--- config.mk ---
export PLATFORM = sky130hd
export DESIGN_NAME = mem_arbiter
export DESIGN_NICKNAME = d
export VERILOG_FILES = /design/src/rtl/mem_arbiter.sv
export SDC_FILE = /design/constraint.sdc
export NUM_CORES = 1
export LEC_CHECK = 0
export CAP_MARGIN = 25
export CORE_ASPECT_RATIO = 0.6
export CORE_UTILIZATION = 37
export DETAILED_ROUTE_END_ITERATION = 6
export PLACE_DENSITY_LB_ADDON = 0.12
export SLEW_MARGIN = 20
export SYNTH_ARGS = -nofsm -noshare
export SYNTH_HDL_FRONTEND = slang
export SYNTH_SLANG_ARGS = --single-unit
export TNS_END_PERCENT = 10
--- constraint.sdc ---
create_clock -name CLK -period 2.9 [get_ports CLK]
set_input_delay 0.87 -clock CLK [delete_from_list [all_inputs] [get_ports CLK]]
set_output_delay 0.87 -clock CLK [all_outputs]
set_load 0.02 [all_outputs]
--- src/rtl/mem_arbiter.sv ---
// mem_arbiter: CPU/aux arbiter onto one shared memory bus with timeout abort.
// Define ARB_ROUND_ROBIN_EN for round-robin ties; otherwise the CPU always wins.
module mem_arbiter #(
  parameter int ADDR_W  = 32,
  parameter int DATA_W  = 16,
  parameter int TIMEOUT = 255
) (
  input  logic              CLK,
  input  logic              RST,
  input  logic              cpu_req,
  input  logic              cpu_we,
  input  logic [ADDR_W-1:0] cpu_addr,
  input  logic [DATA_W-1:0] cpu_wdata,
  output logic [DATA_W-1:0] cpu_rdata,
  output logic              cpu_ack,
  input  logic              aux_req,
  input  logic              aux_we,
  input  logic [ADDR_W-1:0] aux_addr,
  input  logic [DATA_W-1:0] aux_wdata,
  output logic [DATA_W-1:0] aux_rdata,
  output logic              aux_ack,
  output logic              err,
  output logic              mem_req,
  output logic              mem_we,
  output logic [ADDR_W-1:0] mem_addr,
  output logic [DATA_W-1:0] mem_wdata,
  input  logic [DATA_W-1:0] mem_rdata,
  input  logic              mem_rdy
);
  localparam int cnt_w = (TIMEOUT > 0) ? $clog2(TIMEOUT + 1) : 1;
  localparam logic [cnt_w-1:0] tmax = cnt_w'(TIMEOUT);
`ifdef ARB_ROUND_ROBIN_EN
  localparam bit rr = 1'b1;
`else
  localparam bit rr = 1'b0;
`endif
  typedef enum logic [1:0] {IDLE, ISSUE, RESP} state_t;
  state_t           state, state_n;
  logic             owner, last_grant, pick_aux, expire, done, any_req;
  logic [cnt_w-1:0] cnt, cnt_inc;
  logic [DATA_W-1:0] rdata_n;
  always_comb begin
    any_req  = cpu_req | aux_req;
    pick_aux = (cpu_req & aux_req) ? (rr & ~last_grant) : aux_req;
    cnt_inc  = (&cnt) ? cnt : cnt + 1'b1;
    expire   = (TIMEOUT != 0) && (cnt_inc == tmax);
    done     = mem_rdy | expire;
    rdata_n  = (mem_rdy & ~mem_we) ? mem_rdata : '0;
    state_n  = (state == IDLE)  ? (any_req ? ISSUE : IDLE) :
               (state == ISSUE) ? (done ? RESP : ISSUE) : IDLE;
  end
  always_ff @(posedge CLK) begin
    if (RST) begin
      state      <= IDLE;
      owner      <= 1'b0;
      last_grant <= 1'b1;
      cnt        <= '0;
      cpu_rdata  <= '0;
      aux_rdata  <= '0;
      cpu_ack    <= 1'b0;
      aux_ack    <= 1'b0;
      err        <= 1'b0;
      mem_req    <= 1'b0;
      mem_we     <= 1'b0;
      mem_addr   <= '0;
      mem_wdata  <= '0;
    end else begin
      state   <= state_n;
      cpu_ack <= 1'b0;
      aux_ack <= 1'b0;
      err     <= 1'b0;
      if (state == IDLE && any_req) begin
        owner     <= pick_aux;
        cnt       <= '0;
        mem_req   <= 1'b1;
        mem_we    <= pick_aux ? aux_we : cpu_we;
        mem_addr  <= pick_aux ? aux_addr : cpu_addr;
        mem_wdata <= pick_aux ? aux_wdata : cpu_wdata;
      end
      if (state == ISSUE) begin
        cnt <= cnt_inc;
        if (done) begin
          mem_req <= 1'b0;
          cpu_ack <= ~owner;
          aux_ack <= owner;
          err     <= ~mem_rdy;
          if (owner) aux_rdata <= rdata_n;
          else cpu_rdata <= rdata_n;
        end
      end
      if (state == RESP) last_grant <= owner;
    end
  end
endmodule

* Word level (Yosys, flattened, before mapping) *
Cells that the tools add are included.
Widths: inputs -> output; s select.

word-level totals
  ROM bits = 0
  register bits after elaboration = 96
  memories = 0
  memory bits (writable) = 0
  bits in latches = 0
  logic and storage cells = 46
  bits of input ports = 119
  output and inout bits = 85

operators by class
  equality and inequality tests = 2
  reductions and logical operators = 7
  magnitude comparators = 0
  add/sub/neg operators = 1
  multiply operators = 0
  bitwise gates (word level) = 9
  shift operators = 0
  div/mod/pow operators = 0
  muxes and demuxes = 15

operator list
  kind                 number
  $mux 16              2
  $mux 32              1
  $mux 8               3
  $add 8x1->8 const B  1
  $eq 8x8->1 const B   1
  $reduce_and 8->1     1
  $mux 1               6
  $mux 2               3
  $reduce_and 3->1     2
  $not 1->1            5
  $reduce_or 3->1      1
  $and 1x1->1          2
  $eq 2x1->1 const B   1
  $logic_not 2->1      1
  $or 1x1->1           2
  $reduce_bool 2->1    1
  $logic_and 1x1->1    1

* Depth between registers and ports, before layout *
  word-level depth = 7
  depth in mapped cells = 6
  gate-level depth less buffers = 5

* Worst setup path after synthesis *
OpenSTA, ideal clock, no wires.

  path type = input to register
  start = in RST
  end = reg aux_rdata[10]
  buffers on the path = 2
  required time = 2826 ps
  stages on the path = 6
  path slack = 773 ps
  data arrival time = 2053 ps
  setup time = 74 ps
  path through = or3b_1 > clkbuf_1 > nor4_4 > buf_4 > a22oi_1 > o21ai_0

RTL lines
  item                  RTL line  source
  start, declared       9         input logic RST,
  end signal, assigned  87        if (owner) aux_rdata <= rdata_n;
  end, declared         20        output logic [DATA_W-1:0] aux_rdata,

* Final worst setup path *
  start = reg cnt[0]
  end = reg aux_rdata[6]

on the way
  cells in the longest elaborated chain, start to end = 5
  elaborated cells between the ends (all ways) = 6
  those cells by class = add/sub: 1; eq/ne: 1; mux: 1; bitwise: 1; reduce/logical: 2

ends and longest elaborated chain
  item                                                    RTL line  source
  start, declared                                         40        logic [cnt_w-1:0] cnt, cnt_inc;
  start signal, assigned                                  81        cnt <= cnt_inc;
  $add 8x1->8 / $reduce_and 8->1 (equally long branches)  45        cnt_inc = (&cnt) ? cnt : cnt + 1'b1;
  $mux 8 (*)                                              45
  $eq 8x8->1 (*)                                          46        expire = (TIMEOUT != 0) && (cnt_inc == tmax);
  $or 1x1->1 (*)                                          47        done = mem_rdy | expire;
  $reduce_and 3->1 (no line) (*)                          -

Mark *: on every way between the ends. The rest lies on a longest branch, timed or not.
A chain may end at the register's enable or synchronous reset.

==> impl_results.md <==
* Final Cell Area at 6808 um^2
* Critical path type: flop to flop
* Post-synthesis sequential area ratio at 44.46%
* Cell Area, Synth at 4323 um^2
* Hold depth at 2
* Yosys cell types at 39
* Syn Area/Cell at 9.398 um^2
* Fmax at 411.9 MHz
* Cell family with most CP delay: simple AND/OR/NAND/NOR gates
* Placement Rows at 30
* Initial DRC count at roughly 260
* Final Hold Viols at 0
* Vias in the first global route at 4150
* CTS tree: done
* Final Setup Violations at 0
* Placement Setup Slack at a little under 0.4 ns
* Hold Worst Slack at 0.4992 ns
* Final WS setup at around 0.47 ns
* Slew Limit Headroom at between 50 and 60%
* Core ar. at 11340 um^2
* Die height at 85.73 um
* Clock Latency Late Sink at 0.34 ns
* Wirelength per Cell at 16.06 um
* Clock buffer depth at 2
* Total power at 0.003631 W
* Hold Path Origin: mem_wdata[8]
* Static Leakage at 2.357 nW
* Total number of vias at 4222
* R2r startpoint: cnt[0]
* Dpl cell area at roughly 6500 um^2
* Critical path data arrival time at 2.64 ns
* Skew final at 0.006572 ns
* VDD IR max at around 0.00033 V
* Hold Buf Count CTS at 0
* Area growth, synth to finish at 57.48%
* Final cycle utilization of the critical path at 83.72%
* DIE WIDTH at about 140 um
* PwrDens at approximately 530 nW/um^2
* Grt ovf at 0
* Seq cells post-synth at 96
* Postcts setup bufs at 0
* Ports at 204
* Drt pass-1 iters at 4
* Nets at between 700 and 800
* Mapped Cells at 460
* DP HPWL at between 9000 and 10000 um
* Crit end category: flop
* Total CTS buffers at 9
* Worst path required time at ~3.1 ns
* Port Buffers at 203
* CTS-repair resized insts at 0
* R2R setup slack at 0.47 ns
* Fin. max-slew vios at 0
* Clk slew on worst S/H paths at 0.07 ns
* Slowest-stage cell, CP: or3_4
* Placer congestion estimate at 0.8161
* Max Cap Violations at 0
* Drt drc at 0
* Syn nets at 580
* CP Cell Sequence: ha_1 > nand4_2 > or3_4 > a211oi_4 > buf_4 > o21ai_0
* RSZ-0062 raised after global routing: no
* Hold Path Sink: mem_wdata[8]
* Top FF cell, synth: dfxtp_1
* YS warnings at 0
* Global-route wire length before repair at 21090 um
* Reg2reg path depth at 6
* Initial antenna violation count at 0
* EDFF count, synth at 0
* Most frequent cells in the layout: 202 x clkdlybuf4s50_1, 96 x dfxtp_1, 53 x nor2_1
* CTS H-Tree Depth at 3
* Synth async-reset ratio at 0%
* Maximum single-stage delay on the critical path at about 0.46 ns
* Share of cells above drive strength 1 at under 10%
* Worst R2R End: aux_rdata[6]
* Status: finished, final reports clean
* N_diodes at 0
* Fin Setup TNS at 0 ns
* Initial Util at approximately two fifths
* CTS Sinks at 96
* CP Launch Type: flop
* Critical Path Source: cnt[0]
* Critical path buffers and inverters at 1
* Post-Route WL at 13040 um
* Commonest non-fill, non-tap cell in the layout: clkdlybuf4s50_1
* Die Area at 12130 um^2
* Slew @ Worst Pin at around 0.68 ns
* Clock period minus worst slack at 2.428 ns
* Worst Hold Class: flop to flop
* Number of routed nets with antenna violations at 0
* Maximum number of pins on one net before global-route repair at 62
* Worst-path fanout max at 32
* Vias per inst at 5.200
* Gr usage total at between 20% and 30%
* Clock Tree Root: clkbuf_16
[flip-flops by register name (all words and copies together) (netlist names)]
signal / flops
aux_ack: 1
aux_rdata: 16
cnt: 8
cpu_ack: 1
cpu_rdata: 16
err: 1
mem_addr: 32
mem_req: 1
mem_wdata: 16
mem_we: 1
owner: 1
state: 2
[how the worst max path moves through the flow]
stage                         end  slack, ns  depth (start not counted)
floorplan           aux_rdata[10]       0.77                          6
global placement     mem_wdata[1]       0.47                          5
detailed placement  mem_wdata[12]       0.40                          5
CTS                  aux_rdata[6]       0.47                          6
global route         aux_rdata[0]       0.31                          6
finish               aux_rdata[6]       0.47                          6
[cells in the mapped netlist, drive strengths merged, types with 2 or more instances]
cell | instances | area (um^2)
nor2 | 53 | 198.9
nor2b | 3 | 18.77
nand3b | 32 | 240.2
clkbuf | 27 | 101.4
nand4 | 4 | 31.28
or3 | 3 | 23.77
nor3 | 6 | 30.03
nand3 | 2 | 10.01
inv | 6 | 22.52
nand2 | 5 | 18.77
a21oi | 13 | 65.06
o21a | 2 | 15.01
o21ai | 42 | 210.2
mux2i | 51 | 510.5
nor4 | 4 | 55.05
a22oi | 32 | 240.2
a211oi | 53 | 410.4
dfxtp | 96 | 1922
buf | 14 | 96.34
[layout make-up]
type,instances,area [um^2]
Fill cell,969,4528
Multi-Input combinational cell,317,2196
Timing Repair Buffer,217,2170
Sequential cell,96,1922
Clock buffer,10,229.0
Tap cell,160,200.2
Clock inverter,6,68.82
Inverter,6,22.52
[power breakdown]
| group | switching (W) | internal (W) |
|---|---|---|
| sequential | 0.0000775 | 0.00144 |
| combinational | 0.000448 | 0.000478 |
| clock | 0.000515 | 0.000674 |
[per-stage QoR]
stage | cells | utilization (%)
after floorplan | 460 | -
after global placement | 796 | 57.43
after detailed placement | 796 | 57.43
after CTS | 812 | 60.06
after global routing | 812 | 60.06
final | 812 | 60.06
[routing by layer]
metal / track usage [%] / wire length [um]
met5: 0 / 0
met4: 5.767 / 81
met3: 8.096 / 1243
met2: 34.71 / 5954
met1: 28.44 / 5765
[worst reg2reg max path, delay by kind of cell (launching register included)]
family | cells | cell delay [ns]
buffers and inverters | 1 | 0.35
AO/OA/AOI/OAI | 2 | 0.48
AND/OR/NAND/NOR | 2 | 0.69
flip-flops | 1 | 0.44
adder cells (fa/ha/maj) | 1 | 0.33
[cell families (layout without fill, tap and decap cells)]
logic type	after synthesis	in the layout	synth area share, %
buffers and inverters	47	239	5.094
and+or+nand+nor	117	117	15.40
AOI/OAI and AO/OA	147	147	22.75
muxes	51	51	11.81
adders and majority gates	1	1	0.2894
DFF	96	96	44.46
xor gates and xnor gates	1	1	0.2026
Power figures use the tool's default switching activity.
==> edit 1 (same flow settings) <==
The parameter `TIMEOUT` goes from 255 to 510.
--- a/src/rtl/mem_arbiter.sv
+++ b/src/rtl/mem_arbiter.sv
@@ -3,7 +3,7 @@
 module mem_arbiter #(
   parameter int ADDR_W  = 32,
   parameter int DATA_W  = 16,
-  parameter int TIMEOUT = 255
+  parameter int TIMEOUT = 510
 ) (
   input  logic              CLK,
   input  logic              RST,
Function: same outputs for any inputs over 10 cycles, from zero or initial values and one cycle with RST high; that may be too few to reach the edited logic, so the function may still have changed.
==> edit 1 against the original RTL <==
- final area is 3.9% lower
- clock skew up 3.4 ps
- sequential power is 3% lower
- sequential cell count grew 1
- wire length fell by 10%
- synthesized area fell by 6.5%
- worst setup slack lost 180 ps
- total power is 4.1% lower
- global-route usage down 0.92 points
- largest power group unchanged
==> edit 1: results (changes against the original RTL) <==
Run status
  – Status: finished clean (unchanged)

Drt
  – DR WL/cell: 15.71 um (was 16.06 um)
  – Post-Route M1 WL: 5349 um (was 5765 um)
  – Vias after detailed routing: 3736 (was 4222)
  – Initial DRC count: 134 (was 261)
  – DR WL met3: 994 um (was 1243 um)

Setup path
  – End of the worst register-to-register path: cpu_rdata[13] (was aux_rdata[6])
  – CP max stage delay: 510 ps (was 460 ps)
  – Worst path top cell family by delay: compound AO/OA/AOI/OAI gates (was simple AND/OR/NAND/NOR gates)
  – Worst reg2reg setup slack: 300 ps (was 470 ps)
  – Worst reg-to-reg path cell count: 7 (was 6)
  – Slowest-stage cell, CP: or4_1 (was or3_4)
  – Crit Path Max Fanout: 16 (was 32)

GRT
  – Gr usage total: 21.08% (was 22.01%)
  – GR Util met2: 32.64% (was 34.71%)
  – Vias in the first global route: 3692 (was 4150)
  – GRT met1 Usage: 27.52% (was 28.44%)
  – Met3 usage: 8.059% (was 8.096%)
  – First-pass GRT wire length: 18690 um (was 21090 um)

Synthesis
  – Syn nets: 530 (was 580)
  – Most common library cells after synthesis: 97 x dfxtp_1, 65 x nor2_1, 51 x a211oi_1 (was 96 x dfxtp_1, 53 x nor2_1, 52 x a211oi_1)
  – Top cells by area, synth: dfxtp_1 48%, mux2i_1 12%, a211oi_1 9.5% (was dfxtp_1 44%, mux2i_1 12%, a211oi_1 9.0%)
  – Yosys cell types: 40 (was 39)
  – Synth Area in Compound Gates: 22.12% (was 22.75%)
  – Mux share of post-synthesis cell area: 12.13% (was 11.81%)
  – Commonest register cell after synthesis: dfxtp_1 (unchanged)
  – Xor/xnor cell area share of the yosys netlist: 0.4332% (was 0.2026%)
  – Post-Synth Adder-Cell Area: 0.3094% (was 0.2894%)
  – Register area share after synthesis: 48.02% (was 44.46%)

STA
  – Post-route minimum period: 2604 ps (was 2428 ps)
  – Clock skew: 9.994 ps (was 6.572 ps)
  – Max-slew headroom: 52.39% (was 54.35%)

Final layout
  – Nets@finish: 719 (was 767)
  – Layout cells sized above 1: 7.450% (was 5.828%)
  – Fill cells: 872 (was 969)

Power and ir drop
  – Lkg Pwr: 2.420 nW (was 2.357 nW)
  – Worst VDD drop: 427.5 uV (was 326.2 uV)

Min path
  – Hold path cells: 1 (was 2)
  – Critical hold path startpoint: aux_rdata[4] (was mem_wdata[8])
  – Hold Path Sink: aux_rdata[4] (was mem_wdata[8])

Floorplan
  – Site Rows: 29 (was 30)

Placement
  – Placed cell area: 0.006233 mm^2 (was 0.006510 mm^2)
  – Placed cells: 727 (was 796)
  – Pre-CTS setup slack: 306.6 ps (was 396.7 ps)
  – DPL Wire Length: 8769 um (was 9353 um)

CTS
  – Post-CTS Setup Inserts: 0 (unchanged)
## edit 1: changes by cell type in the layout (fill, tap and decap cells not counted), moves of 12 or more
cell / unedited run / this run
nor2b_1: 2 / 18
o21ai_0: 41 / 9
nand3b_1: 32 / 0
a22oi_1: 32 / 1
a22o_1: 0 / 26
nor2_1: 53 / 65
## edit 1: power groups by stage
stage	logic (mW)	registers, mW	clock network [mW]
finish	0.780	1.48	1.22
global route	0.836	1.49	1.31
CTS	0.784	1.48	1.26
detailed placement	0.781	1.51	0
global placement	0.772	1.50	0
floorplan	0.268	1.61	0
## edit 1: area by class of cell
type	instances	area [um^2]	share of cell area (%)
Inverter	2	7.507	0.1147
Tap cell	139	173.9	2.658
Multi-Input combinational cell	277	1978	30.23
Timing Repair Buffer	212	2132	32.58
Clock buffer	9	225.2	3.442
Clock inverter	7	85.08	1.300
Sequential cell	97	1942	29.67
==> edit 2 (same settings) <==
Made on the original files. Put one more register stage on the output `err`. The value now appears one clock later. The other outputs are not delayed to match.
--- a/src/rtl/mem_arbiter.sv
+++ b/src/rtl/mem_arbiter.sv
@@ -35,6 +35,8 @@
   localparam bit rr = 1'b0;
 `endif
   typedef enum logic [1:0] {IDLE, ISSUE, RESP} state_t;
+
+  logic err_s0;
   state_t           state, state_n;
   logic             owner, last_grant, pick_aux, expire, done, any_req;
   logic [cnt_w-1:0] cnt, cnt_inc;
@@ -59,7 +61,7 @@
       aux_rdata  <= '0;
       cpu_ack    <= 1'b0;
       aux_ack    <= 1'b0;
-      err        <= 1'b0;
+      err_s0     <= 1'b0;
       mem_req    <= 1'b0;
       mem_we     <= 1'b0;
       mem_addr   <= '0;
@@ -68,7 +70,7 @@
       state   <= state_n;
       cpu_ack <= 1'b0;
       aux_ack <= 1'b0;
-      err     <= 1'b0;
+      err_s0  <= 1'b0;
       if (state == IDLE && any_req) begin
         owner     <= pick_aux;
         cnt       <= '0;
@@ -83,7 +85,7 @@
           mem_req <= 1'b0;
           cpu_ack <= ~owner;
           aux_ack <= owner;
-          err     <= ~mem_rdy;
+          err_s0  <= ~mem_rdy;
           if (owner) aux_rdata <= rdata_n;
           else cpu_rdata <= rdata_n;
         end
@@ -91,5 +93,9 @@
       if (state == RESP) last_grant <= owner;
     end
   end
+  always_ff @(posedge CLK) begin
+    err <= err_s0;
+  end
+
 endmodule
 
Check against the original RTL: same outputs for any inputs over 10 cycles, from zero or initial values and one cycle with RST high; that may be too few to reach the edited logic, so the function may still have changed.
==> edit 2 against the original RTL <==
- wire length increased by 0.18%
- worst setup slack got worse by 9.6 ps
- synthesized cell count increased by 0.22%
- total power decreased by 1.1%
- sequential cell count increased by 1
- final area increased by 0.11%
- combinational power about the same
- synthesized area increased by 0.46%
- clock skew increased by 0.72 ps
- die area increased by 0.45%
==> edit 2: results (changes against the original RTL) <==
Run status
  – Status: finished clean (unchanged)

Final layout
  – Nets@finish: 770 (was 767)
  – Most flop-heavy register: mem_addr (unchanged)
  – N_diodes: 0 (unchanged)
  – Layout cells sized above 1: 5.963% (was 5.828%)
  – Final Non-Filler Cells: 814 (was 812)

Synthesis
  – Most common library cells after synthesis: 97 x dfxtp_1, 53 x nor2_1, 52 x a211oi_1 (was 96 x dfxtp_1, 53 x nor2_1, 52 x a211oi_1)
  – Mapped Cells: 461 (was 460)
  – Top cells by area, synth: dfxtp_1 45%, mux2i_1 12%, a211oi_1 9.0% (was dfxtp_1 44%, mux2i_1 12%, a211oi_1 9.0%)
  – Syn nets: 581 (was 580)
  – Yosys warnings: 0 (unchanged)
  – Register area share after synthesis: 44.71% (was 44.46%)
  – Share of the synthesized area in the top cell type: 44.71% (was 44.46%)

Drt
  – Total iterations of the first detailed-routing run: 4 (unchanged)
  – Vias per inst: 5.179 (was 5.200)
  – Post-Route WL: 13070 um (was 13040 um)
  – Initial DRC count: 199 (was 261)

GRT
  – Initial antenna violation count: 0 (unchanged)
  – First-pass GRT wire length: 20780 um (was 21090 um)
  – Vias in the first global route: 4147 (was 4150)
  – Largest net degree at the start of global routing: 50 (was 62)
  – Gr usage total: 21.83% (was 22.01%)

Min path
  – Hold crit path type: reg -> reg (unchanged)

CTS
  – Post-CTS Setup Inserts: 0 (unchanged)
  – Clk_lat worst skew: 340 ps (about the same)
  – Hold bufs inserted after CTS: 0 (unchanged)
  – CTS Buf Count: 9 (unchanged)
  – Max H-tree Level: 3 (unchanged)

Placement
  – DPL Wire Length: 9514 um (was 9353 um)
  – PortBufs: 203 (unchanged)
  – Pre-CTS setup slack: 377.3 ps (was 396.7 ps)
  – Placed cell area: 0.006533 mm^2 (was 0.006510 mm^2)
  – Gpl congestion: 0.8495 (was 0.8161)
  – Placed cells: 799 (was 796)

STA
  – Clock skew: 7.288 ps (was 6.572 ps)
  – Max-slew headroom: 50.37% (was 54.35%)

Power and ir drop
  – Worst VDD drop: 304.5 uV (was 326.2 uV)
  – Lkg Pwr: 2.365 nW (was 2.357 nW)

Setup path
  – Crit path arrival time: 2650 ps (was 2640 ps)
  – Crit Path Max Fanout: 20 (was 32)
  – CP max stage delay: between 400 and 500 ps
edit 2: worst max-delay path, delay by kind of cell (launching register included):
family | cells | cell delay, ps
AO/OA/AOI/OAI | 2 | 500
adder cells (fa/ha/maj) | 1 | 330
buffers and inverters | 1 | 300
flip-flops | 1 | 460
AND/OR/NAND/NOR | 2 | 720
edit 2: layer usage:
metal | GRT usage [%] | routed length [um] | vias up
li1 | - | - | 2093
met1 | 28.21 | 6014 | 1969
met2 | 34.44 | 5887 | 142
met3 | 7.873 | 1033 | 12
met4 | 5.865 | 133 | 0
met5 | 0 | 0 | -
edit 2: cell type report:
| cell class | instances | area [um^2] |
|---|---|---|
| sequential | 97 | 1942 |
| timing repair buffer | 219 | 2172 |
| clock buffer | 13 | 270.3 |
| clock inverter | 2 | 12.51 |
| fill | 982 | 4558 |
| multi-input combinational | 317 | 2196 |
| tap | 160 | 200.2 |
| inverter | 6 | 22.52 |
edit 2: path summary, 6_finish.rpt:
| kind | startpoint | end | slack [ps] | depth (start not counted) |
|---|---|---|---|---|
| setup reg to reg | cnt[0] | aux_rdata[2] | 460 | 6 |
| hold / removal | err_s0 | err | 330 | 0 |
| hold reg to reg | err_s0 | err | 330 | 0 |
| setup / recovery | cnt[0] | aux_rdata[2] | 460 | 6 |
edit 2: report_power, final:
part | leakage [nW] | internal, mW | switching, mW
clock | 0.138 | 0.646 | 0.485
combinational | 1.43 | 0.477 | 0.449
sequential | 0.797 | 1.45 | 0.0804
total | 2.37 | 2.58 | 1.01
edit 2: logic make-up (layout without fill, tap and decap cells):
family          after synthesis  in the layout  synth area share (%)
xor+xnor                      1              1                0.2017
compound gates              147            147                 22.64
buf+inv                      47            240                 5.071
fa+ha+maj                     1              1                0.2881
simple gates                117            117                 15.33
flops                        97             97                 44.71
mux                          51             51                 11.75
